**src/rtl/counter_sequencer_pkg.sv**
```systemverilog
// -----------------------------------------------------------------------------
// counter_sequencer_pkg
//   Shared definitions for the counter sequencer and its prescaler:
//   command opcodes, FSM state encodings and default widths.
//   No ports (package).
// -----------------------------------------------------------------------------
package counter_sequencer_pkg;

    // Default widths used when the blocks are instantiated without overrides.
    localparam int DEFAULT_WIDTH      = 8;
    localparam int DEFAULT_PRESCALE_W = 4;

    // Command opcodes carried on CMD_OP.
    typedef enum logic [1:0] {
        OP_STOP = 2'b00,
        OP_LOAD = 2'b01,
        OP_RUN  = 2'b10,
        OP_STEP = 2'b11
    } cmd_op_e;

    // Sequencer FSM states. The encoding is exported on STATE_DBG.
    typedef enum logic [1:0] {
        ST_IDLE = 2'b00,
        ST_RUN  = 2'b01,
        ST_DONE = 2'b10
    } state_e;

    // Command port readiness: always ready outside RUN; inside RUN a command
    // is taken only in a prescaler tick cycle.
    function automatic logic cmd_ready_for(input state_e state, input logic tick);
        return (state != ST_RUN) || tick;
    endfunction

endpackage

```
**src/rtl/counter_prescaler.sv**
```systemverilog
// -----------------------------------------------------------------------------
// counter_prescaler
//   Free-running PRESCALE_W-bit divider that produces one tick every
//   (divisor + 1) enabled cycles. The divisor is captured into a local
//   register when load_i is asserted so it stays stable for a whole run.
//
// Ports
//   CLK      in   1           clock, rising edge
//   RSTdash  in   1           asynchronous active-low reset
//   clr_i    in   1           clear the prescale counter to zero
//   load_i   in   1           capture div_i into the divisor register
//   en_i     in   1           count enable (sequencer is in RUN)
//   div_i    in   PRESCALE_W  divisor to capture on load_i
//   tick_o   out  1           high while enabled and counter == divisor
// -----------------------------------------------------------------------------
module counter_prescaler
    import counter_sequencer_pkg::*;
#(
    parameter int PRESCALE_W = DEFAULT_PRESCALE_W
) (
    input  logic                  CLK,
    input  logic                  RSTdash,
    input  logic                  clr_i,
    input  logic                  load_i,
    input  logic                  en_i,
    input  logic [PRESCALE_W-1:0] div_i,
    output logic                  tick_o
);

    logic [PRESCALE_W-1:0] pre_q;
    logic [PRESCALE_W-1:0] pre_d;
    logic [PRESCALE_W-1:0] div_q;
    logic [PRESCALE_W-1:0] div_d;

    // The tick is a decode of registered state, so it is valid for the whole
    // cycle and can be used combinationally for command readiness.
    assign tick_o = en_i && (pre_q == div_q);

    always_comb begin
        pre_d = pre_q;
        div_d = div_q;

        if (load_i) begin
            div_d = div_i;
        end

        // A clear always wins over counting, so the first tick after a clear
        // comes exactly (divisor + 1) enabled cycles later.
        if (clr_i) begin
            pre_d = '0;
        end else if (en_i) begin
            if (tick_o) begin
                pre_d = '0;
            end else begin
                pre_d = pre_q + PRESCALE_W'(1);
            end
        end
    end

    always_ff @(posedge CLK or negedge RSTdash) begin
        if (!RSTdash) begin
            pre_q <= '0;
            div_q <= '0;
        end else begin
            pre_q <= pre_d;
            div_q <= div_d;
        end
    end

endmodule

```
**src/rtl/counter_sequencer.sv**
```systemverilog
// -----------------------------------------------------------------------------
// counter_sequencer
//   Command-driven controller for a WIDTH-bit up/down counter. A host issues
//   STOP / LOAD / RUN / STEP over a valid/ready port; while running, the count
//   moves by one on every prescaler tick (every DIV+1 cycles). Reaching the
//   terminal value LIMIT by counting raises a one-cycle TC pulse and either
//   halts (WRAP=0) or reloads the last LOADed value on the next tick (WRAP=1).
//
// Handshake
//   A command transfers on a rising CLK edge where CMD_VALID && CMD_READY.
//   CMD_READY does not depend on CMD_VALID. The host must hold CMD_OP and its
//   operands stable while CMD_VALID is high and not yet accepted.
//
// Ports
//   CLK        in   1           clock, all state updates on rising edge
//   RSTdash    in   1           asynchronous active-low reset
//   CMD_VALID  in   1           command present
//   CMD_READY  out  1           command will be taken at the next edge
//   CMD_OP     in   2           00 STOP, 01 LOAD, 10 RUN, 11 STEP
//   CMD_DATA   in   WIDTH       LOAD value
//   LIMIT      in   WIDTH       terminal value, captured on RUN accept
//   DIV        in   PRESCALE_W  prescale divisor, captured on RUN accept
//   UP         in   1           count direction, captured on RUN accept
//   COUNT      out  WIDTH       registered count
//   RUNNING    out  1           high while in RUN
//   TC         out  1           one-cycle pulse when COUNT first shows LIMIT
//   STATE_DBG  out  2           current FSM state (debug visibility)
// -----------------------------------------------------------------------------
module counter_sequencer
    import counter_sequencer_pkg::*;
#(
    parameter int WIDTH      = DEFAULT_WIDTH,
    parameter int PRESCALE_W = DEFAULT_PRESCALE_W,
    parameter bit WRAP       = 1'b0
) (
    input  logic                  CLK,
    input  logic                  RSTdash,
    input  logic                  CMD_VALID,
    output logic                  CMD_READY,
    input  logic [1:0]            CMD_OP,
    input  logic [WIDTH-1:0]      CMD_DATA,
    input  logic [WIDTH-1:0]      LIMIT,
    input  logic [PRESCALE_W-1:0] DIV,
    input  logic                  UP,
    output logic [WIDTH-1:0]      COUNT,
    output logic                  RUNNING,
    output logic                  TC,
    output state_e                STATE_DBG
);

    // -------------------------------------------------------------------------
    // State
    // -------------------------------------------------------------------------
    state_e           state_q,  state_d;
    logic [WIDTH-1:0] count_q,  count_d;
    logic [WIDTH-1:0] limit_q,  limit_d;
    logic [WIDTH-1:0] reload_q, reload_d;
    logic             up_q,     up_d;
    logic             tc_q,     tc_d;

    logic             tick;
    logic             cmd_accept;
    cmd_op_e          cmd_op;
    logic             pre_clr;
    logic             div_load;
    logic [WIDTH-1:0] next_val;

    // One step in the captured direction; arithmetic wraps modulo 2^WIDTH.
    function automatic logic [WIDTH-1:0] step_count(input logic [WIDTH-1:0] value,
                                                    input logic             up);
        if (up) begin
            return value + WIDTH'(1);
        end
        return value - WIDTH'(1);
    endfunction

    // -------------------------------------------------------------------------
    // Prescaler
    // -------------------------------------------------------------------------
    counter_prescaler #(
        .PRESCALE_W (PRESCALE_W)
    ) u_prescaler (
        .CLK     (CLK),
        .RSTdash (RSTdash),
        .clr_i   (pre_clr),
        .load_i  (div_load),
        .en_i    (state_q == ST_RUN),
        .div_i   (DIV),
        .tick_o  (tick)
    );

    // -------------------------------------------------------------------------
    // Command port
    // -------------------------------------------------------------------------
    assign cmd_op     = cmd_op_e'(CMD_OP);
    assign CMD_READY  = cmd_ready_for(state_q, tick);
    assign cmd_accept = CMD_VALID && CMD_READY;

    // -------------------------------------------------------------------------
    // Next-state logic
    // -------------------------------------------------------------------------
    always_comb begin
        state_d  = state_q;
        count_d  = count_q;
        limit_d  = limit_q;
        reload_d = reload_q;
        up_d     = up_q;
        tc_d     = 1'b0;
        pre_clr  = 1'b0;
        div_load = 1'b0;
        next_val = step_count(count_q, up_q);

        if (cmd_accept) begin
            // In RUN a command can only be accepted in a tick cycle; the
            // command takes priority and that tick's count update is dropped.
            case (cmd_op)
                OP_STOP: begin
                    state_d = ST_IDLE;
                end
                OP_LOAD: begin
                    count_d  = CMD_DATA;
                    reload_d = CMD_DATA;
                    pre_clr  = 1'b1;
                    if (state_q == ST_DONE) begin
                        state_d = ST_IDLE;
                    end
                end
                OP_RUN: begin
                    // COUNT is left alone: restarting from DONE begins at
                    // LIMIT and must run the full modulus before TC again.
                    limit_d  = LIMIT;
                    up_d     = UP;
                    div_load = 1'b1;
                    pre_clr  = 1'b1;
                    state_d  = ST_RUN;
                end
                OP_STEP: begin
                    // Single manual step outside RUN; ignored while running.
                    if (state_q != ST_RUN) begin
                        count_d = next_val;
                        tc_d    = (next_val == limit_q);
                    end
                end
                default: begin
                    state_d = state_q;
                end
            endcase
        end else if (tick) begin
            // tick only asserts in RUN.
            if (WRAP && (count_q == limit_q)) begin
                // Reload is not a count step, so it never raises TC.
                count_d = reload_q;
            end else begin
                count_d = next_val;
                if (next_val == limit_q) begin
                    tc_d = 1'b1;
                    if (!WRAP) begin
                        state_d = ST_DONE;
                    end
                end
            end
        end
    end

    // -------------------------------------------------------------------------
    // Registers
    // -------------------------------------------------------------------------
    always_ff @(posedge CLK or negedge RSTdash) begin
        if (!RSTdash) begin
            state_q  <= ST_IDLE;
            count_q  <= '0;
            limit_q  <= '1;
            reload_q <= '0;
            up_q     <= 1'b1;
            tc_q     <= 1'b0;
        end else begin
            state_q  <= state_d;
            count_q  <= count_d;
            limit_q  <= limit_d;
            reload_q <= reload_d;
            up_q     <= up_d;
            tc_q     <= tc_d;
        end
    end

    // -------------------------------------------------------------------------
    // Outputs
    // -------------------------------------------------------------------------
    assign COUNT     = count_q;
    assign TC        = tc_q;
    assign RUNNING   = (state_q == ST_RUN);
    assign STATE_DBG = state_q;

endmodule
```
**config.mk**
```make
export PLATFORM = sky130hd
export DESIGN_NAME = counter_sequencer
export DESIGN_NICKNAME = d
export VERILOG_FILES = /design/src/rtl/counter_sequencer_pkg.sv /design/src/rtl/counter_prescaler.sv /design/src/rtl/counter_sequencer.sv
export SDC_FILE = /design/constraint.sdc
export NUM_CORES = 1
export LEC_CHECK = 0
export ABC_AREA = 1
export ABC_CLOCK_PERIOD_IN_PS = 3200
export CAP_MARGIN = 20
export CORE_UTILIZATION = 45
export CTS_CLUSTER_SIZE = 14
export DETAILED_ROUTE_END_ITERATION = 16
export DONT_BUFFER_PORTS = 1
export GPL_ROUTABILITY_DRIVEN = 0
export PLACE_DENSITY = 0.68
export SYNTH_ARGS = -nofsm -noshare
export SYNTH_HDL_FRONTEND = slang
export SYNTH_HIERARCHICAL = 1
export SYNTH_SLANG_ARGS = --single-unit
```
**constraint.sdc**
```tcl
create_clock -name CLK -period 3.2 [get_ports CLK]
set_input_delay 0.64 -clock CLK [delete_from_list [all_inputs] [get_ports CLK]]
set_output_delay 0.64 -clock CLK [all_outputs]
set_load 0.01 [all_outputs]
```
==> flow_summary.json <==
{
  "status": "finished, final reports clean",
  "yosysUniqueCellTypes": 31,
  "crit_slowest_cell": "dfrtp_1",
  "drt_iter0_markers": 118,
  "final_area_um2": 2130,
  "synth_nets": 309,
  "clkTransAtPathRegs_ns": 0.10,
  "post_drt_via_cell_ratio": 5.04,
  "initial_core_util_pct": 48.2,
  "die_w_um": 68.6,
  "first_global_vias": 1546,
  "final_cells": 325,
  "critPathKind": "flop to flop",
  "grt_pass1_wl_mm": 6.79,
  "max_freq_mhz": 415,
  "max_stage_delay_ns": 0.45,
  "synth_area_per_cell_um2": 7.37,
  "rsz0062_at_grt": "no",
  "clkLatencyLatePin_ns": 0.28,
  "yosys_warnings": 6,
  "leakagePower_uw": 0.00108,
  "root_buffer": "clkbuf_8",
  "dp.cells": 321,
  "tns_ns": 0,
  "wl_per_cell_um": 12.8,
  "fill_cells": 405,
  "cts_setup_buffers": 0,
  "grt_max_degree": 29,
  "grt-ovfl-total": 0,
  "multi_input_area_um2": 1110,
  "drc": 0,
  "relSlewSlack_pct": 76.0,
  "holdBufCountCts": 0,
  "ios": 39,
  "final_util_pct": 51.4,
  "place_ws_ns": 0.814,
  "finalMaxSlewViolations": 0,
  "drive_above_1_share_pct": 16.0,
  "port_buffers": 0,
  "vias": 1638,
  "area_delta_synth_final_pct": 6.64,
  "fin_ws_ns": 0.790,
  "synth_edf_count": 0,
  "antenna_found_initial": 0,
  "final.period_utilization_pct": 75.3,
  "worst_slew_pin_slew_ns": 0.358,
  "cts_tree": "built",
  "seq_area_frac_synth_pct": 35.6,
  "htree_levels": 1,
  "cts_resized": 0,
  "worstSetupStartpointType": "flop",
  "dpl-instance-area_um2": 2060,
  "rows": 23,
  "vdd_ir_drop_max_mv": 0.335,
  "synthArstFlopShare_pct": 100,
  "synth.ff_latch_count": 28,
  "crit_fanout": 11,
  "crit_path_end_kind": "flop",
  "hold_class": "input pin to async pin",
  "ant_nets": 0,
  "crit_chain": "inv_1 -> nor2_4 -> nand2_1 -> nor2_1 -> nand3_2 -> inv_1 -> inv_1 -> nand2_4 -> nand2_4 -> nor2_1 -> buf_4 -> nand2_1 -> nand2_4 -> inv_4 -> a21oi_2 -> o21ai_1 -> o21a_1",
  "drt_first_pass_iters": 4,
  "cts.path.max_buffers": 2,
  "finalHoldViolCount": 0,
  "core_area_um2": 4140,
  "dp_hpwl_mm": 3.31,
  "wirelength_mm": 4.16,
  "seq_area_um2": 712,
  "p_per_area_nw_per_um2": 888,
  "antenna_cells": 0,
  "clock_skew_ns": 0.00691,
  "die_h_um": 68.6,
  "layout.nets": 314,
  "grt.total_usage_pct": 19.5,
  "synth-main-ff-cell": "dfrtp_1",
  "cp_data_required_time_ns": 3.38,
  "dieArea_um2": 4710,
  "synth_area_um2": 2000,
  "cts.sinks": 28,
  "fin_crit_ns": 2.41,
  "setup_viol": 0,
  "cp_data_arrival_time_ns": 2.59,
  "drv_cap": 0,
  "netlist_instances": 271,
  "cts_made_buffers": 3
}
-- cells in the mapped netlist (3+ instances only) --
library cell | instances | area share [%]
nand2_1 | 81 | 15
inv_1 | 38 | 7.1
nand3_1 | 21 | 5.3
dfrtp_1 | 19 | 24
nor2_1 | 19 | 3.6
o21ai_0 | 16 | 4.0
ha_1 | 11 | 6.9
dfstp_2 | 9 | 12
nand2_2 | 7 | 2.2
a21oi_1 | 5 | 1.3
a21oi_2 | 4 | 1.8
nand3_2 | 4 | 2.0
nand3b_1 | 4 | 1.5
nor2_2 | 4 | 1.3
o21ai_1 | 4 | 1.0
xor2_1 | 4 | 1.8
nand2_4 | 3 | 1.7
-- metal layers --
layer	routed length, um	GRT usage [%]	share of wire (%)	vias up
li1	-	-	-	860
met1	2020	25.9	49	739
met2	1870	32.0	45	35
met3	240	5.26	5.8	4
met4	33	3.39	0.79	0
met5	0	0	0	-
-- power by group --
group / switching, uW / internal, uW / leakage (uW)
logic: 629 / 379 / 0.000712
registers: 130 / 474 / 0.000332
clock network: 111 / 167 / 0.0000357
-- kinds of logic after synthesis --
logic type	after synthesis	synth area share, %
mux	2	1.13
flops	28	35.6
simple gates	148	34.9
xor+xnor	5	2.19
compound gates	33	9.58
fa+ha+maj	12	7.89
buf+inv	43	8.64
-- path summary, 6_finish.rpt --
kind	from	end	slack [ns]	cells after the start
hold / removal	RSTdash	COUNT[5]	0.04	0
setup / recovery	STATE_DBG[0]	COUNT[6]	0.79	17
setup reg to reg	STATE_DBG[0]	COUNT[6]	0.79	17
hold reg to reg	limit_q[2]	limit_q[2]	0.48	2
max in group asynchronous	RSTdash	limit_q[4]	2.98	0
min in group CLK	LIMIT[2]	limit_q[2]	0.45	2
-- per-stage QoR --
stage	hold WS, ns	power, uW
floorplan	0.344	1410
global placement	0.345	1610
detailed placement	0.345	1610
CTS	0.0415	1890
global route	0.0265	2090
finish	0.0435	1890
-- cell type report --
class                   count  area share (%)
flip-flops and latches     28            33.4
clock buffers               3            1.94
multi-input cells         200            52.3
repair buffers              2           0.705
clock inverters             1            1.41
well taps                  50            2.94
inverters                  41            7.34
-- registers in the layout, indices dropped and copies added, names as in the netlist --
register,count
u_prescaler/pre_q,4
COUNT,8
TC,1
STATE_DBG,2
limit_q,8
up_q,1
u_prescaler/div_q,4
-- worst max-delay path: cells and delay by family, from the launching register on --
| family | cells | cell delay (ns) |
|---|---|---|
| buf+inv | 5 | 0.51 |
| compound gates | 3 | 0.27 |
| flops | 1 | 0.45 |
| simple gates | 9 | 1.10 |
-- placed cells by master (no fill, tap or decap), drive strengths merged --
| cell | count |
|---|---|
| nand2 | 91 |
| inv | 41 |
| nand3 | 25 |
| nor2 | 25 |
| o21ai | 21 |
| dfrtp | 19 |
| ha | 11 |
| dfstp | 9 |
| a21oi | 9 |
| nand3b | 4 |
| xor2 | 4 |
| clkbuf | 3 |
| o21a | 2 |
| buf | 2 |
| mux2 | 2 |
| or2 | 1 |
| nand4 | 1 |
| o211ai | 1 |
| fa | 1 |
| bufinv | 1 |
| xnor2 | 1 |
| nor3b | 1 |
Note: power is estimated with default switching activity, not from simulation.
